$ cat src/rtl/bitstream_pkg.sv
// Shared types and defaults for the stochastic bitstream decoder.
package bitstream_pkg;

  typedef enum logic [1:0] {IDLE, SETTLE, COUNT, HOLD} dec_state_t;

  localparam int unsigned DEC_WIDTH_DEFAULT = 8;

endpackage

$ cat src/rtl/bitstream_decoder_if.sv
// Bitstream input, start request and valid/ready result port of the decoder.
interface bitstream_decoder_if
  import bitstream_pkg::*;
#(
  parameter int unsigned WIDTH = DEC_WIDTH_DEFAULT
);
  logic             x;
  logic             start;
  logic             ready;
  logic             busy;
  logic             valid;
  logic [WIDTH-1:0] value;

  // Producer of the stream and consumer of the result.
  modport master (output x, start, ready, input busy, valid, value);
  // The decoder itself.
  modport slave  (input x, start, ready, output busy, valid, value);
endinterface

$ cat src/rtl/bitstream_window_counter.sv
// Ones accumulator for one count window. sat_count is the saturated total
// including the bit currently on x, so the owner can capture the final
// result on the same edge that takes the last sample.
module bitstream_window_counter #(
  parameter int unsigned WIDTH = 8
) (
  input  logic             clk,
  input  logic             n_rst,
  input  logic             clear,
  input  logic             en,
  input  logic             x,
  output logic [WIDTH-1:0] sat_count
);

  logic [WIDTH:0] acc_q;
  logic [WIDTH:0] sum;

  // Accumulate sampled ones; clear has priority so a restart never mixes windows.
  always_ff @(posedge clk or negedge n_rst) begin
    if (!n_rst) begin
      acc_q <= '0;
    end else if (clear) begin
      acc_q <= '0;
    end else if (en) begin
      acc_q <= acc_q + {{WIDTH{1'b0}}, x};
    end
  end

  // A full window of ones gives exactly 2**WIDTH, the only value with the top bit set.
  always_comb begin
    sum       = acc_q + {{WIDTH{1'b0}}, x};
    sat_count = sum[WIDTH] ? {WIDTH{1'b1}} : sum[WIDTH-1:0];
  end

endmodule

$ cat src/rtl/bitstream_decoder.sv
// Stochastic bitstream to binary decoder: skip SKIP settle cycles, count ones
// over 2**WIDTH cycles, then hold the saturated count on a valid/ready port.
module bitstream_decoder
  import bitstream_pkg::*;
#(
  parameter int unsigned WIDTH = DEC_WIDTH_DEFAULT,
  parameter int unsigned SKIP  = 16
) (
  input  logic               clk,
  input  logic               n_rst,
  bitstream_decoder_if.slave bus
);

  // Terminal values of the shared cycle counter; neither state lets it wrap.
  localparam logic [WIDTH:0] SettleLast = (WIDTH+1)'((SKIP == 0) ? 0 : SKIP - 1);
  localparam logic [WIDTH:0] CountLast  = (WIDTH+1)'((2 ** WIDTH) - 1);

  dec_state_t       state_q, state_d;
  logic [WIDTH:0]   cnt_q, cnt_d;
  logic [WIDTH-1:0] value_q, value_d;
  logic             valid_q, valid_d;
  logic             busy_q, busy_d;
  logic             acc_clear;
  logic             acc_en;
  logic             launch;
  logic [WIDTH-1:0] sat_count;

  bitstream_window_counter #(
    .WIDTH (WIDTH)
  ) u_window_counter (
    .clk       (clk),
    .n_rst     (n_rst),
    .clear     (acc_clear),
    .en        (acc_en),
    .x         (bus.x),
    .sat_count (sat_count)
  );

  // State, counter and registered outputs; reset aborts any conversion.
  always_ff @(posedge clk or negedge n_rst) begin
    if (!n_rst) begin
      state_q <= IDLE;
      cnt_q   <= '0;
      value_q <= '0;
      valid_q <= 1'b0;
      busy_q  <= 1'b0;
    end else begin
      state_q <= state_d;
      cnt_q   <= cnt_d;
      value_q <= value_d;
      valid_q <= valid_d;
      busy_q  <= busy_d;
    end
  end

  // Next-state logic; start is only honoured in IDLE or on an accepting HOLD edge.
  always_comb begin
    state_d   = state_q;
    cnt_d     = cnt_q;
    value_d   = value_q;
    valid_d   = valid_q;
    busy_d    = busy_q;
    acc_clear = 1'b0;
    acc_en    = 1'b0;
    launch    = 1'b0;

    unique case (state_q)
      IDLE: begin
        launch = bus.start;
      end
      SETTLE: begin
        if (cnt_q == SettleLast) begin
          cnt_d   = '0;
          state_d = COUNT;
        end else begin
          cnt_d = cnt_q + 1'b1;
        end
      end
      COUNT: begin
        acc_en = 1'b1;
        if (cnt_q == CountLast) begin
          value_d = sat_count;
          valid_d = 1'b1;
          busy_d  = 1'b0;
          state_d = HOLD;
        end else begin
          cnt_d = cnt_q + 1'b1;
        end
      end
      HOLD: begin
        if (valid_q && bus.ready) begin
          valid_d = 1'b0;
          if (bus.start) begin
            launch = 1'b1;
          end else begin
            state_d = IDLE;
          end
        end
      end
      default: begin
        state_d = IDLE;
      end
    endcase

    // Back-to-back start from HOLD reuses this path, so there is no idle bubble.
    if (launch) begin
      cnt_d     = '0;
      acc_clear = 1'b1;
      busy_d    = 1'b1;
      state_d   = (SKIP == 0) ? COUNT : SETTLE;
    end
  end

  assign bus.value = value_q;
  assign bus.valid = valid_q;
  assign bus.busy  = busy_q;

endmodule

$ cat src/flat_wrapper.sv
// flat-port wrapper written by rule: the top's interface ports become plain ports
module bitstream_decoder_flat import bitstream_pkg::*;
#(
  parameter int unsigned WIDTH = DEC_WIDTH_DEFAULT,
  parameter int unsigned SKIP  = 16
)
  (clk, n_rst, bus_x, bus_start, bus_ready, bus_busy, bus_valid, bus_value);
  bitstream_decoder_if #(.WIDTH(WIDTH)) bus_i ();
  input  logic clk;
  input  logic n_rst;
  input wire logic [$bits(bus_i.x)-1:0] bus_x;
  input wire logic [$bits(bus_i.start)-1:0] bus_start;
  input wire logic [$bits(bus_i.ready)-1:0] bus_ready;
  output wire logic [$bits(bus_i.busy)-1:0] bus_busy;
  output wire logic [$bits(bus_i.valid)-1:0] bus_valid;
  output wire logic [$bits(bus_i.value)-1:0] bus_value;
  assign bus_i.x = bus_x;
  assign bus_i.start = bus_start;
  assign bus_i.ready = bus_ready;
  assign bus_busy = bus_i.busy;
  assign bus_valid = bus_i.valid;
  assign bus_value = bus_i.value;
  bitstream_decoder #(.WIDTH(WIDTH), .SKIP(SKIP)) u_core (.clk(clk), .n_rst(n_rst), .bus(bus_i));
endmodule
$ cat config.mk
export PLATFORM = sky130hd
export DESIGN_NAME = bitstream_decoder_flat
export DESIGN_NICKNAME = d
export VERILOG_FILES = /design/src/rtl/bitstream_pkg.sv /design/src/rtl/bitstream_decoder_if.sv /design/src/rtl/bitstream_window_counter.sv /design/src/rtl/bitstream_decoder.sv /design/src/flat_wrapper.sv
export SDC_FILE = /design/constraint.sdc
export NUM_CORES = 1
export LEC_CHECK = 0
export BUFFER_PORTS_ARGS = -buffer_cell sky130_fd_sc_hd__buf_2
export CAP_MARGIN = 30
export CORE_MARGIN = 3
export CORE_UTILIZATION = 41
export CTS_CLUSTER_SIZE = 10
export DETAILED_ROUTE_END_ITERATION = 8
export PLACE_DENSITY = 0.65
export SYNTH_ARGS = -nofsm -noshare
export SYNTH_HDL_FRONTEND = slang
export SYNTH_SLANG_ARGS = --single-unit
$ cat constraint.sdc
create_clock -name clk -period 2.8 [get_ports clk]
set_input_delay 0.28 -clock clk [delete_from_list [all_inputs] [get_ports clk]]
set_output_delay 0.28 -clock clk [all_outputs]
set_load 0.01 [all_outputs]
==> flow_summary.json <==
{
  "status": "completed",
  "die_y_um": 69.0,
  "track_usage_pct": 15.2,
  "clock_skew_ps": 5.04,
  "synthDistinctLibCells": 42,
  "start_util_pct": 43.5,
  "crit_fanout": 9,
  "synth_xor_area_share_pct": 6.99,
  "die-area_um2": 4760,
  "grt_setup_unrepaired": "no",
  "dr.pass1.iters": 4,
  "portBuffers": 14,
  "cp.required_ps": 3030,
  "final_cells": 234,
  "synthMuxAreaShare_pct": 2.61,
  "cts.sinks": 30,
  "vias": 1231,
  "fp-row-count": 22,
  "via_per_inst": 5.26,
  "synth-compound-area-share_pct": 15.8,
  "diodes": 0,
  "irDropWorstVdd_v": 0.000292,
  "synthTopCellsByCount": "dfrtp_1, nor2_1, nand2_1",
  "synth.most_common_cell": "dfrtp_1",
  "cts-resized-gates": 0,
  "synth_top_family_by_area": "simple AND/OR/NAND/NOR gates",
  "grt_max_degree": 31,
  "ys.flop_type": "dfrtp_1",
  "yosys.area_share.simple_pct": 18.4,
  "clock_path_buffers": 2,
  "grt_overflow": 0,
  "synth_top_cell_area_share_pct": 46.1,
  "dr_wl_met2_um": 1590,
  "clk_latency_ps": 290,
  "layout-drive-gt1-share_pct": 17.2,
  "wl_met3_um": 109,
  "ys_warn_count": 0,
  "power-per-cell-area_nw_per_um2": 664,
  "hp-class": "in -> async",
  "placed_cells": 226,
  "final_nets": 199,
  "post_cts_buffers": 0,
  "synth_nets": 181,
  "netlist_instances": 167,
  "slew_headroom_pct": 55.9,
  "cap_violations": 0,
  "grt_pass1_wl_um": 5820,
  "cts-buffers-inserted": 5,
  "setup_viol": 0,
  "cts_root_buf": "clkbuf_8",
  "dpl.hpwl_um": 2370,
  "setup_tns_ps": 0,
  "core_area_um2": 3740,
  "critical_path_class": "reg -> reg",
  "syn_to_final_growth_pct": 16.2,
  "drtIter0Drc": 45,
  "slew_viol_final": 0,
  "wl_per_cell_um": 13.8,
  "worst_pin_slew_ps": 661,
  "max_freq_mhz": 389,
  "holdWs_ps": 20.2,
  "syn-cell-area_um2": 1630,
  "critPathMaxStageDelay_ps": 540,
  "avgSynthCellArea_um2": 9.75,
  "hold_viol": 0,
  "p_leak_uw": 0.000932,
  "ys_seq_area_share_pct": 46.1,
  "ys_seq_elements": 30,
  "gp_congestion": 0.831,
  "endpoint_kind": "flip-flop",
  "fill_cells": 379,
  "io_pins": 15,
  "start_kind": "flip-flop",
  "yosys-top-cells-area": "dfrtp_1, ha_1, nor2_1",
  "yosysTopAreaCell": "dfrtp_1",
  "fin_crit_ps": 2570,
  "routed.top_layer": "met4",
  "ant_nets": 0,
  "die_x_um": 69.0,
  "cts_tree": "built",
  "hold_buffers": 0,
  "cp_cell_sequence": "ha_1 > nand3_2 > nor2_1 > and3_2 > ha_1 > a21boi_0 > o41ai_4 > nor3_1 > a211o_1",
  "antenna_found_initial": 0,
  "routed_wl_um": 3230,
  "wl_met1_um": 1470,
  "worstPathArrival_ps": 2800,
  "cp_common_cell": "ha_1",
  "cts_max_level": 2,
  "clkTransAtPathRegs_ps": 70,
  "final_core_util_pct": 50.5,
  "yosys.area_share.adder_pct": 6.92,
  "drc": 0,
  "fin_crit_sh_pct": 91.8,
  "synth-async-reset-ratio_pct": 100,
  "synth_edf_count": 0,
  "cp_slowest_cell": "a21boi_0",
  "grt_pass1_vias": 1245
}
## flip-flops by register name, indices dropped and copies added, names as in the netlist
signal,cells
u_core.bus.busy,1
u_core.bus.valid,1
u_core.bus.value,8
u_core.cnt_q,9
u_core.state_q,2
u_core.u_window_counter.acc_q,9
## worst max-delay path, delay by kind of cell, from the launching register on
kind | cells | cell delay (ps)
compound gates | 3 | 950
simple gates | 4 | 700
fa+ha+maj | 2 | 460
flops | 1 | 400
## cell type report
cell class              instances  area (um^2)  share of cell area, %
clock buffers                   6         82.6                   4.37
clock inverters                 2         60.1                   3.17
inverters                       9         33.8                   1.79
multi-input cells             124          827                   43.7
flip-flops and latches         30          751                   39.7
well taps                      48         60.1                   3.17
repair buffers                 15         77.6                   4.10
## path summary, 6_finish.rpt
path | start | depth (start not counted) | to | slack (ps)
worst max-delay path | u_core.cnt_q[0] | 9 | u_core.cnt_q[3] | 230
worst min-delay path | n_rst | 1 | u_core.u_window_counter.acc_q[6] | 20
worst max register to register | u_core.cnt_q[0] | 9 | u_core.cnt_q[3] | 230
worst min register to register | u_core.bus.busy | 1 | u_core.bus.busy | 470
max in group asynchronous | n_rst | 1 | u_core.cnt_q[5] | 2350
min in group clk | bus_ready | 4 | u_core.bus.valid | 330
## cell usage in the layout, fill, tap and decap left out, types with 3 or more instances in the layout
master	instances
a21o_1	3
a21oi_1	11
buf_2	14
clkbuf_8	6
dfrtp_1	30
ha_1	9
inv_1	8
nand2_1	14
nand3_1	4
nor2_1	25
nor3_1	3
nor4_1	3
o21ai_0	6
xnor2_1	7
xor2_1	6
## stage by stage
step / setup WS [ps] / power [uW] / area, um^2
6_report: 229 / 1260 / 1890
5_1_grt: 35.8 / 1330 / 1890
4_1_cts: 236 / 1270 / 1890
3_5_place_dp: 251 / 714 / 1750
3_3_place_gp: 375 / 704 / 1750
2_1_floorplan: 511 / 664 / 1630
## power by group
part	internal (uW)	switching [uW]
registers	481	56.8
logic	77.3	89.9
clock network	380	173
total	937	319
## routing by layer
| metal | vias to the layer above | global-route usage, % |
|---|---|---|
| met5 | - | 0 |
| met4 | 0 | 6.51 |
| met3 | 5 | 4.66 |
| met2 | 20 | 25.1 |
| met1 | 588 | 18.1 |
| li1 | 618 | - |
## logic make-up (layout without fill, tap and decap cells)
kind of cell,count (synthesis),in the layout
fa+ha+maj,9,9
compound gates,36,36
xor+xnor,13,13
simple gates,62,62
flops,30,30
mux,4,4
buf+inv,13,32
Note: power is estimated with default switching activity, not from simulation.
